$ cat src/rtl/udp_frame_rx_filter.sv
// Eth/IPv4/UDP receive filter: parses headers from an 8-bit AXI-Stream and matches them against the
// configured addresses. In-range payloads are streamed to the accelerator buffer with commit/drop events.
module udp_frame_rx_filter #(
  parameter int PAYLOAD_MIN_BYTES = 785,
  parameter int PAYLOAD_MAX_BYTES = 785,
  parameter int ADDR_WIDTH        = 10,
  parameter bit CHECK_MAC         = 1'b1,
  parameter bit CHECK_UDP_PORT    = 1'b1,
  parameter int CNT_WIDTH         = 16
) (
  input  logic                  ACLK,
  input  logic                  ARESET,
  input  logic [31:0]           ACCEL_IP,
  input  logic [47:0]           ACCEL_MAC,
  input  logic [15:0]           ACCEL_UDP_PORT,
  input  logic [7:0]            S_TDATA,
  input  logic                  S_TVALID,
  output logic                  S_TREADY,
  input  logic                  S_TLAST,
  input  logic                  S_TUSER,
  output logic [7:0]            RX_DATA,
  output logic [ADDR_WIDTH-1:0] RX_ADDR,
  output logic                  RX_EN,
  output logic                  FRAME_READY,
  output logic                  FRAME_DROP,
  output logic [ADDR_WIDTH:0]   FRAME_LEN,
  output logic [47:0]           SRC_MAC,
  output logic [31:0]           SRC_IP,
  output logic [15:0]           SRC_UDP_PORT,
  output logic [CNT_WIDTH-1:0]  ACCEPT_COUNT,
  output logic [CNT_WIDTH-1:0]  HDR_DROP_COUNT,
  output logic [CNT_WIDTH-1:0]  LEN_DROP_COUNT,
  output logic [CNT_WIDTH-1:0]  FCS_DROP_COUNT
);

  // The byte counter must hold both the 20-byte IP header index and a payload index of MAX.
  localparam int CW = (ADDR_WIDTH + 1 > 6) ? ADDR_WIDTH + 1 : 6;
  localparam logic [CW-1:0] MIN_C    = CW'(PAYLOAD_MIN_BYTES);
  localparam logic [CW-1:0] MAX_C    = CW'(PAYLOAD_MAX_BYTES);
  localparam logic [CW-1:0] ETH_LAST = CW'(13);
  localparam logic [CW-1:0] IP_LAST  = CW'(19);
  localparam logic [CW-1:0] UDP_LAST = CW'(7);

  typedef enum logic [2:0] {
    S_ETH, S_IP, S_UDP, S_PAYLOAD, S_COMMIT, S_DISCARD
  } state_t;

  state_t          state, state_nxt, hdr_next;
  logic [CW-1:0]   cnt, cnt_nxt, pay_len;
  logic            beat, hdr_last, hdr_ok;
  logic            eth_ok, ip_ok, udp_ok;
  logic            hdr_drop, len_drop, fcs_drop, commit;
  logic            drop_p1;

  logic [47:0]     dst_mac, src_mac;
  logic [7:0]      etype_hi, ip_ver, ip_proto;
  logic [31:0]     src_ip;
  logic [23:0]     dst_ip_hi;
  logic [15:0]     src_port, dst_port;

  logic [CNT_WIDTH-1:0] acc_cnt, hdr_cnt, len_cnt, fcs_cnt;
  logic [ADDR_WIDTH:0]  frame_len;
  logic [47:0]          src_mac_q;
  logic [31:0]          src_ip_q;
  logic [15:0]          src_port_q;

  function automatic logic [CNT_WIDTH-1:0] sat_inc(input logic [CNT_WIDTH-1:0] v);
    return (&v) ? v : v + 1'b1;
  endfunction

  assign S_TREADY = (state != S_COMMIT);
  assign beat     = S_TVALID & S_TREADY;
  assign pay_len  = cnt + 1'b1;

  // Checks fold in the byte currently on the bus, which is the last byte of its header.
  assign eth_ok = ({etype_hi, S_TDATA} == 16'h0800) &&
                  (!CHECK_MAC || (dst_mac == ACCEL_MAC) || (dst_mac == 48'hFFFF_FFFF_FFFF));
  assign ip_ok  = (ip_ver == 8'h45) && (ip_proto == 8'd17) && ({dst_ip_hi, S_TDATA} == ACCEL_IP);
  assign udp_ok = !CHECK_UDP_PORT || (dst_port == ACCEL_UDP_PORT);

  always_comb begin
    hdr_last = 1'b0;
    hdr_ok   = 1'b1;
    hdr_next = S_ETH;
    case (state)
      S_ETH: begin hdr_last = (cnt == ETH_LAST); hdr_ok = eth_ok; hdr_next = S_IP;      end
      S_IP:  begin hdr_last = (cnt == IP_LAST);  hdr_ok = ip_ok;  hdr_next = S_UDP;     end
      S_UDP: begin hdr_last = (cnt == UDP_LAST); hdr_ok = udp_ok; hdr_next = S_PAYLOAD; end
      default: ;
    endcase
  end

  always_comb begin
    state_nxt = state;
    cnt_nxt   = cnt;
    hdr_drop  = 1'b0;
    len_drop  = 1'b0;
    fcs_drop  = 1'b0;
    commit    = 1'b0;
    case (state)
      S_ETH, S_IP, S_UDP: begin
        if (beat) begin
          if (S_TLAST) begin
            hdr_drop  = 1'b1;
            state_nxt = S_ETH;
            cnt_nxt   = '0;
          end else if (hdr_last) begin
            cnt_nxt = '0;
            if (hdr_ok) begin
              state_nxt = hdr_next;
            end else begin
              hdr_drop  = 1'b1;
              state_nxt = S_DISCARD;
            end
          end else begin
            cnt_nxt = cnt + 1'b1;
          end
        end
      end
      S_PAYLOAD: begin
        if (beat) begin
          if (cnt == MAX_C) begin
            len_drop  = 1'b1;
            state_nxt = S_TLAST ? S_ETH : S_DISCARD;
            cnt_nxt   = '0;
          end else if (S_TLAST) begin
            cnt_nxt = '0;
            if (pay_len < MIN_C) begin
              len_drop  = 1'b1;
              state_nxt = S_ETH;
            end else if (S_TUSER) begin
              fcs_drop  = 1'b1;
              state_nxt = S_ETH;
            end else begin
              commit    = 1'b1;
              state_nxt = S_COMMIT;
            end
          end else begin
            cnt_nxt = cnt + 1'b1;
          end
        end
      end
      S_COMMIT: begin
        state_nxt = S_ETH;
        cnt_nxt   = '0;
      end
      S_DISCARD: begin
        if (beat && S_TLAST) begin
          state_nxt = S_ETH;
          cnt_nxt   = '0;
        end
      end
      default: begin
        state_nxt = S_ETH;
        cnt_nxt   = '0;
      end
    endcase
  end

  // Stage p0 -> p1: state, statistics and committed-frame metadata.
  always_ff @(posedge ACLK) begin
    if (ARESET) begin
      state      <= S_ETH;
      cnt        <= '0;
      drop_p1    <= 1'b0;
      acc_cnt    <= '0;
      hdr_cnt    <= '0;
      len_cnt    <= '0;
      fcs_cnt    <= '0;
      frame_len  <= '0;
      src_mac_q  <= '0;
      src_ip_q   <= '0;
      src_port_q <= '0;
    end else begin
      state   <= state_nxt;
      cnt     <= cnt_nxt;
      drop_p1 <= hdr_drop | len_drop | fcs_drop;
      if (hdr_drop) hdr_cnt <= sat_inc(hdr_cnt);
      if (len_drop) len_cnt <= sat_inc(len_cnt);
      if (fcs_drop) fcs_cnt <= sat_inc(fcs_cnt);
      // Metadata is latched with the TLAST beat so it is already valid during FRAME_READY.
      if (commit) begin
        acc_cnt    <= sat_inc(acc_cnt);
        frame_len  <= pay_len[ADDR_WIDTH:0];
        src_mac_q  <= src_mac;
        src_ip_q   <= src_ip;
        src_port_q <= src_port;
      end
    end
  end

  // Header field capture; these registers are pure data and need no reset.
  always_ff @(posedge ACLK) begin
    if (beat) begin
      case (state)
        S_ETH: begin
          if (cnt < CW'(6))       dst_mac  <= {dst_mac[39:0], S_TDATA};
          else if (cnt < CW'(12)) src_mac  <= {src_mac[39:0], S_TDATA};
          else if (cnt == CW'(12)) etype_hi <= S_TDATA;
        end
        S_IP: begin
          if (cnt == CW'(0)) ip_ver <= S_TDATA;
          if (cnt == CW'(9)) ip_proto <= S_TDATA;
          if (cnt >= CW'(12) && cnt < CW'(16)) src_ip <= {src_ip[23:0], S_TDATA};
          if (cnt >= CW'(16) && cnt < CW'(19)) dst_ip_hi <= {dst_ip_hi[15:0], S_TDATA};
        end
        S_UDP: begin
          if (cnt < CW'(2))       src_port <= {src_port[7:0], S_TDATA};
          else if (cnt < CW'(4))  dst_port <= {dst_port[7:0], S_TDATA};
        end
        default: ;
      endcase
    end
  end

  assign RX_EN          = (state == S_PAYLOAD) && beat && (cnt != MAX_C);
  assign RX_ADDR        = cnt[ADDR_WIDTH-1:0];
  assign RX_DATA        = S_TDATA;
  assign FRAME_READY    = (state == S_COMMIT);
  assign FRAME_DROP     = drop_p1;
  assign FRAME_LEN      = frame_len;
  assign SRC_MAC        = src_mac_q;
  assign SRC_IP         = src_ip_q;
  assign SRC_UDP_PORT   = src_port_q;
  assign ACCEPT_COUNT   = acc_cnt;
  assign HDR_DROP_COUNT = hdr_cnt;
  assign LEN_DROP_COUNT = len_cnt;
  assign FCS_DROP_COUNT = fcs_cnt;

endmodule

$ cat config.mk
export PLATFORM = sky130hd
export DESIGN_NAME = udp_frame_rx_filter
export DESIGN_NICKNAME = d
export VERILOG_FILES = /design/src/rtl/udp_frame_rx_filter.sv
export SDC_FILE = /design/constraint.sdc
export NUM_CORES = 1
export LEC_CHECK = 0
export CORE_MARGIN = 3
export CORE_UTILIZATION = 47
export CTS_CLUSTER_SIZE = 25
export DETAILED_ROUTE_END_ITERATION = 10
export GPL_TIMING_DRIVEN = 0
export MAX_ROUTING_LAYER = met4
export PLACE_DENSITY = 0.76
export SLEW_MARGIN = 15
export SYNTH_ARGS = -nofsm -noshare
export SYNTH_HDL_FRONTEND = slang
export SYNTH_SLANG_ARGS = --single-unit
export TNS_END_PERCENT = 30
$ cat constraint.sdc
create_clock -name ACLK -period 5.6 [get_ports ACLK]
set_clock_uncertainty 0.05 [all_clocks]
set_input_delay 1.12 -clock ACLK [delete_from_list [all_inputs] [get_ports ACLK]]
set_output_delay 1.12 -clock ACLK [all_outputs]
set_load 0.01 [all_outputs]
* Word level (Yosys, flattened, before mapping)
Index checks and enable logic that the tools add are counted.
** Cells by class
- Equality and inequality tests :: 25
- Reduce and logical (&&, ||, !) cells :: 31
- $lt $le $gt $ge :: 9
- Mux-type cells :: 45
- Bitwise operators :: 10
- Add/subtract/negate cells :: 5
** Operator list (number)
- 2-to-1 mux 11 bit :: 7
- adder 16 x 1 -> 16 bit (second input constant) :: 4
- AND reduction 16 bit :: 4
- == test 48 bit :: 1
- == test 48 bit (second input constant) :: 1
- == test 11 x 4 -> 1 bit (second input constant) :: 3
- 2-to-1 mux 3 bit :: 11
- one-hot mux 11 bit (3 select lines) :: 1
- == test 32 bit :: 1
- < comparator 11 x 3 -> 1 bit (second input constant) :: 2
- < comparator 11 x 5 -> 1 bit (second input constant) :: 2
- 2-to-1 mux 1 bit :: 22
- AND reduction 3 bit :: 7
- == test 16 x 12 -> 1 bit (second input constant) :: 1
- == test 16 bit :: 1
- adder 11 x 1 -> 11 bit (second input constant) :: 1
- == test 11 x 10 -> 1 bit (second input constant) :: 1
- == test 11 x 3 -> 1 bit (second input constant) :: 1
- == test 11 x 5 -> 1 bit (second input constant) :: 1
- greater-or-equal comparator 11 x 4 -> 1 bit (second input constant) :: 1
- greater-or-equal comparator 11 x 5 -> 1 bit (second input constant) :: 1
- zero test 11 bit :: 1
- < comparator 11 x 10 -> 1 bit (second input constant) :: 1
- < comparator 11 x 2 -> 1 bit (second input constant) :: 1
- 22 further kinds :: 48
** Word-level totals
- Input bits :: 109
- Register bits :: 394

* Depth between registers and ports, before layout
- Depth in word-level cells :: 11
- Gate-level depth with buffers :: 12
- Depth with buffers taken out :: 9

* Worst setup path after synthesis
Ideal clock, no wire load.
- Path type :: input to register
- Start :: input port S_TVALID
- End :: register dst_ip_hi[0], enable pin
- Setup slack :: -0.147 ns
- Setup time :: 0.536 ns
- Data required time :: 5.014 ns
- Buffers on the path :: 0
- Arrival :: 5.161 ns
- Stages :: 2
- Cells stage by stage :: nand2_1 > a2111oi_0
** On the way
- Longest elaborated chain between the ends :: 2
** RTL lines
- start, declared :: RTL line 17 : input logic S_TVALID,
- AND 1 bit :: RTL line 72 : assign beat = S_TVALID & S_TREADY;
- AND reduction 3 bit (no source line)
- end signal, assigned :: RTL line 205 : if (cnt >= CW'(16) && cnt < CW'(19)) dst_ip_hi <= {dst_ip_hi[15:0], S_TDATA};
- end, declared :: RTL line 58 : logic [23:0] dst_ip_hi;
Every way passes these cells.
A chain may end at the register's enable or synchronous reset.

* Worst setup path after layout
- Start :: register cnt[1]
- End :: output port RX_EN
** On the way
- Longest elaborated chain between the ends :: 2
** RTL lines
- start, declared :: RTL line 49 : logic [CW-1:0] cnt, cnt_nxt, pay_len;
- start signal, assigned :: RTL line 176 : cnt <= cnt_nxt;
- != test 11 x 10 -> 1 bit :: RTL line 216 : assign RX_EN = (state == S_PAYLOAD) && beat && (cnt != MAX_C);
- logical AND 1 bit :: RTL line 216
- end, declared :: RTL line 23 : output logic RX_EN,
Every way passes these cells.

==> reports/qor.json <==
{
  "result_of_the_run": {"value": "finished clean"},
  "grt_use_total": {"value": 0.2386},
  "die_x": {"value": 189.5, "unit": "µm"},
  "synth_fa_ha_area_frac": {"value": 0.005534},
  "detailedPlacementHpwl": {"value": 30.90, "unit": "mm"},
  "max-slew-margin-rel": {"value": 0.4004},
  "wire_per_inst": {"value": 18.90, "unit": "µm"},
  "asyncSetResetFlopFracSynth": {"value": 0},
  "postRouteAntennaNets": {"value": 0},
  "synth_seq_area_share": {"value": 0.6300},
  "whs_endpoint": {"value": "src_ip[19]"},
  "initial_utilization": {"value": 0.4815},
  "synth_largest_type_area_fraction": {"value": 0.3947},
  "final_layout_size_suffix_gt1_frac": {"value": 0.07925},
  "multiInputGateArea": {"value": 0.005381, "unit": "mm²"},
  "mappedNetlistArea": {"value": 0.01583, "unit": "mm²"},
  "final_worst_path_cycle_share": {"value": 0.7557},
  "finalWirelength": {"value": 42.70, "unit": "mm"},
  "r2r-end": {"value": "FRAME_LEN[1]"},
  "io-pin-count": {"value": 302},
  "synth-simple-area-share": {"value": 0.1690},
  "global_route.overflow_total": {"value": 0},
  "rr_startpoint": {"value": "cnt[1]"},
  "worstSetupStartpointType": {"value": "flop"},
  "power.density": {"value": 291.8, "unit": "mW/mm²"},
  "root_buffer": {"value": "clkbuf_16"},
  "synthesized_netlist_cell_count": {"value": 1428},
  "r2r.worst_path.cells": {"value": 12},
  "synthMuxAreaShare": {"value": 0.01099},
  "regArea": {"value": 0.009970, "unit": "mm²"},
  "synth_compound_area_frac": {"value": 0.09021},
  "clk_latency_worst_skew_pair": {"value": 0.52, "unit": "ns"},
  "synth_top_family_by_area": {"value": "simple AND/OR/NAND/NOR gates"},
  "required_time_of_the_worst_setup_path": {"value": 4.43, "unit": "ns"},
  "final-hold-violation-count": {"value": 0},
  "first_global_vias": {"value": 12341},
  "reg2reg_slack": {"value": 1.73, "unit": "ns"},
  "port_buffers": {"value": 300},
  "fp-row-count": {"value": 66},
  "timing.critical_path.fanout_max": {"value": 10},
  "post_synth_num_cell_types": {"value": 65},
  "whs": {"value": 0.3925, "unit": "ns"},
  "timing.critical_path.max_delay_family": {"value": "buffers and inverters"},
  "synth_top_flop_cell": {"value": "edfxtp_1"},
  "post_drt_via_cell_ratio": {"value": 5.418},
  "avgSynthCellArea": {"value": 11.08, "unit": "µm²"},
  "maximum_number_of_pins_on_one_net_before_global_route_repair": {"value": 26},
  "post_synthesis_xor_xnor_area_fraction": {"value": 0.06199},
  "post-cts-setup-buffer-count": {"value": 0},
  "worst_ep_arrival_time": {"value": 3.06, "unit": "ns"},
  "setup_violations": {"value": 0},
  "timing.critical_path.slowest_stage_cell": {"value": "clkdlybuf4s50_1"},
  "core-area": {"value": 0.03287, "unit": "mm²"},
  "pre_cts_ws": {"value": 1.089, "unit": "ns"},
  "post_route_design_area": {"value": 0.02089, "unit": "mm²"},
  "grt_first_pass_wirelength": {"value": 66.12, "unit": "mm"},
  "clkSlewWorstSetupHoldPaths": {"value": 0.07, "unit": "ns"},
  "synth_nets": {"value": 1544},
  "floorplan.die_area": {"value": 0.03591, "unit": "mm²"},
  "clkSinkCount": {"value": 394},
  "critical-path-max-stage-delay": {"value": 0.60, "unit": "ns"},
  "hold_path_depth": {"value": 0},
  "rsz0062_at_grt": {"value": "no"},
  "ys.warnings.count": {"value": 0},
  "vdd.ir_drop.worst": {"value": 0.0002220, "unit": "V"},
  "cts_repair_resize_count": {"value": 0},
  "routed-via-count": {"value": 12244},
  "worst_setup_path_end_kind": {"value": "primary output"},
  "source_of_the_worst_hold_timing_path": {"value": "src_ip[11]"},
  "finalWorstSetupSlack": {"value": 1.368, "unit": "ns"},
  "finish.utilization": {"value": 0.6357},
  "dpl-instance-area": {"value": 0.01954, "unit": "mm²"},
  "worstPathBufferInverterCount": {"value": 3},
  "design.final.nets": {"value": 1901},
  "drcViolationCount": {"value": 0},
  "drt-initial-drc-count": {"value": 754},
  "ctsHoldBuffers": {"value": 0},
  "synth-edff-count": {"value": 208},
  "global_placer_s_final_weighted_congestion": {"value": 0.9283},
  "cts.path.max_buffers": {"value": 3},
  "max_cap_violation_count": {"value": 0},
  "fin_total_pwr": {"value": 6096, "unit": "µW"},
  "fin_crit": {"value": 4.232, "unit": "ns"},
  "ys_ff_latch": {"value": 394},
  "cts-buffers-inserted": {"value": 41},
  "largest_area_contributor_in_the_netlist": {"value": "edfxtp_1"},
  "detail_route.first_pass.iterations": {"value": 5},
  "report.final.slew_viol_count": {"value": 0},
  "die_h": {"value": 189.5, "unit": "µm"},
  "fmax": {"value": 0.2363, "unit": "GHz"},
  "tightest_slew": {"value": 0.8984, "unit": "ns"},
  "antenna_found_initial": {"value": 1},
  "most_area_consuming_cells_after_synthesis": {"value": "edfxtp_1 39%, dfxtp_1 24%, nand2_1 5.8%, a21oi_1 4.7%, xor2_1 3.7%"},
  "areaGrowthSynthToFinish": {"value": 32.02, "unit": "%"},
  "holdCritPathClass": {"value": "reg2reg"},
  "leakage": {"value": 0.006866, "unit": "µW"},
  "cts_tree": {"value": "built"},
  "critPathKind": {"value": "reg2out"},
  "clock_tree.htree_level_count": {"value": 2},
  "worstPathCellList": {"value": "clkbuf_1 > inv_1 > ha_1 > nand4b_1 > or3_1 > nand3_1 > nor2_1 > clkdlybuf4s50_1"},
  "filler_cell_count": {"value": 2623}
}
registers in the layout (all words and copies together) (netlist names), 24 cells and up:
| name | cells |
|---|---|
| src_ip | 32 |
| SRC_MAC | 48 |
| SRC_IP | 32 |
| src_mac | 48 |
| dst_mac | 48 |
| dst_ip_hi | 24 |
metal layers:
layer,track usage,wire [µm]
met4,0.06597,1126
met1,0.2978,17690
met3,0.03536,2474
met5,-,0
met2,0.4078,21410
worst reg2reg max path, delay by kind of cell, from the launching register on:
kind | cells | cell delay (ns)
flip-flops | 1 | 0.38
buffers and inverters | 4 | 1.51
AND/OR/NAND/NOR | 6 | 1.48
adder cells (fa/ha/maj) | 1 | 0.25
AO/OA/AOI/OAI | 1 | 0.14
worst max-delay path by stage:
stage                          start            endpoint  slack, ns  cells past startpoint
final                         cnt[1]               RX_EN       1.37                      8
after global routing          cnt[1]               RX_EN       1.09                      8
after CTS                     cnt[1]               RX_EN       1.37                      8
after detailed placement  S_TDATA[7]  HDR_DROP_COUNT[12]       1.09                     11
after global placement      S_TVALID         dst_mac[10]      -1.74                      3
after floorplan               cnt[6]          dst_mac[0]       0.09                      7
cell families (layout without fill, tap and decap cells):
| family | count (synthesis) | count (layout) |
|---|---|---|
| flip-flops | 394 | 394 |
| AND/OR/NAND/NOR | 553 | 553 |
| XOR/XNOR | 112 | 112 |
| adder cells (fa/ha/maj) | 7 | 7 |
| multiplexers | 16 | 16 |
| buffers and inverters | 108 | 497 |
| other | 0 | 1 |
| AO/OA/AOI/OAI | 238 | 238 |
report_power, final:
group	internal (µW)	leakage, µW	switching [µW]
registers	3070	0.00340	37.5
logic	137	0.00280	153
clock network	1610	0.000667	1090
total	4820	0.00687	1280
cells in the final DEF, fill, tap and decap left out, types with 16 or more instances in the layout:
| master | instances |
|---|---|
| xnor2_1 | 45 |
| a21oi_1 | 148 |
| xor2_1 | 67 |
| nand3_1 | 52 |
| dfxtp_1 | 186 |
| and3_1 | 17 |
| nor3_1 | 16 |
| clkdlybuf4s50_1 | 300 |
| buf_4 | 23 |
| nor2_1 | 63 |
| inv_1 | 22 |
| o21ai_0 | 17 |
| nand4_1 | 36 |
| buf_2 | 24 |
| nor4_1 | 32 |
| or3_1 | 20 |
| clkbuf_1 | 56 |
| nor2b_1 | 16 |
| nand2_1 | 244 |
| clkbuf_16 | 42 |
| edfxtp_1 | 208 |
cells in the mapped netlist (all sizes together) (4+ instances only):
cell type / count
nor3: 16
nor2: 66
inv: 22
o21ai: 18
mux2i: 5
a31oi: 6
nand2b: 4
nor4: 34
nand2: 244
a31o: 4
nand3: 52
buf: 39
edfxtp: 208
nor2b: 16
mux2: 11
or3: 22
clkbuf: 47
a21oi: 148
and3: 17
xor2: 67
a211oi: 11
nor3b: 5
o31ai: 13
ha: 7
a22oi: 4
dfxtp: 186
or4: 13
nand4: 36
and2: 11
xnor2: 45
per-stage QoR:
| step | setup TNS (ns) | std cells |
|---|---|---|
| 2_1_floorplan | 0 | 1428 |
| 3_3_place_gp | -162.12 | 2170 |
| 3_5_place_dp | 0 | 2184 |
| 4_1_cts | 0 | 2259 |
| 5_1_grt | 0 | 2260 |
| 6_report | 0 | 2260 |
cell type report:
type	count	area share
diodes	1	0.0001198
plain buffers	86	0.02048
clock buffers	61	0.05851
clock inverters	14	0.006348
inverters	22	0.003953
multi-input cells	926	0.2576
flip-flops and latches	394	0.4772
well taps	442	0.02647
repair buffers	314	0.1494
Note: power is estimated with default switching activity, not from simulation.
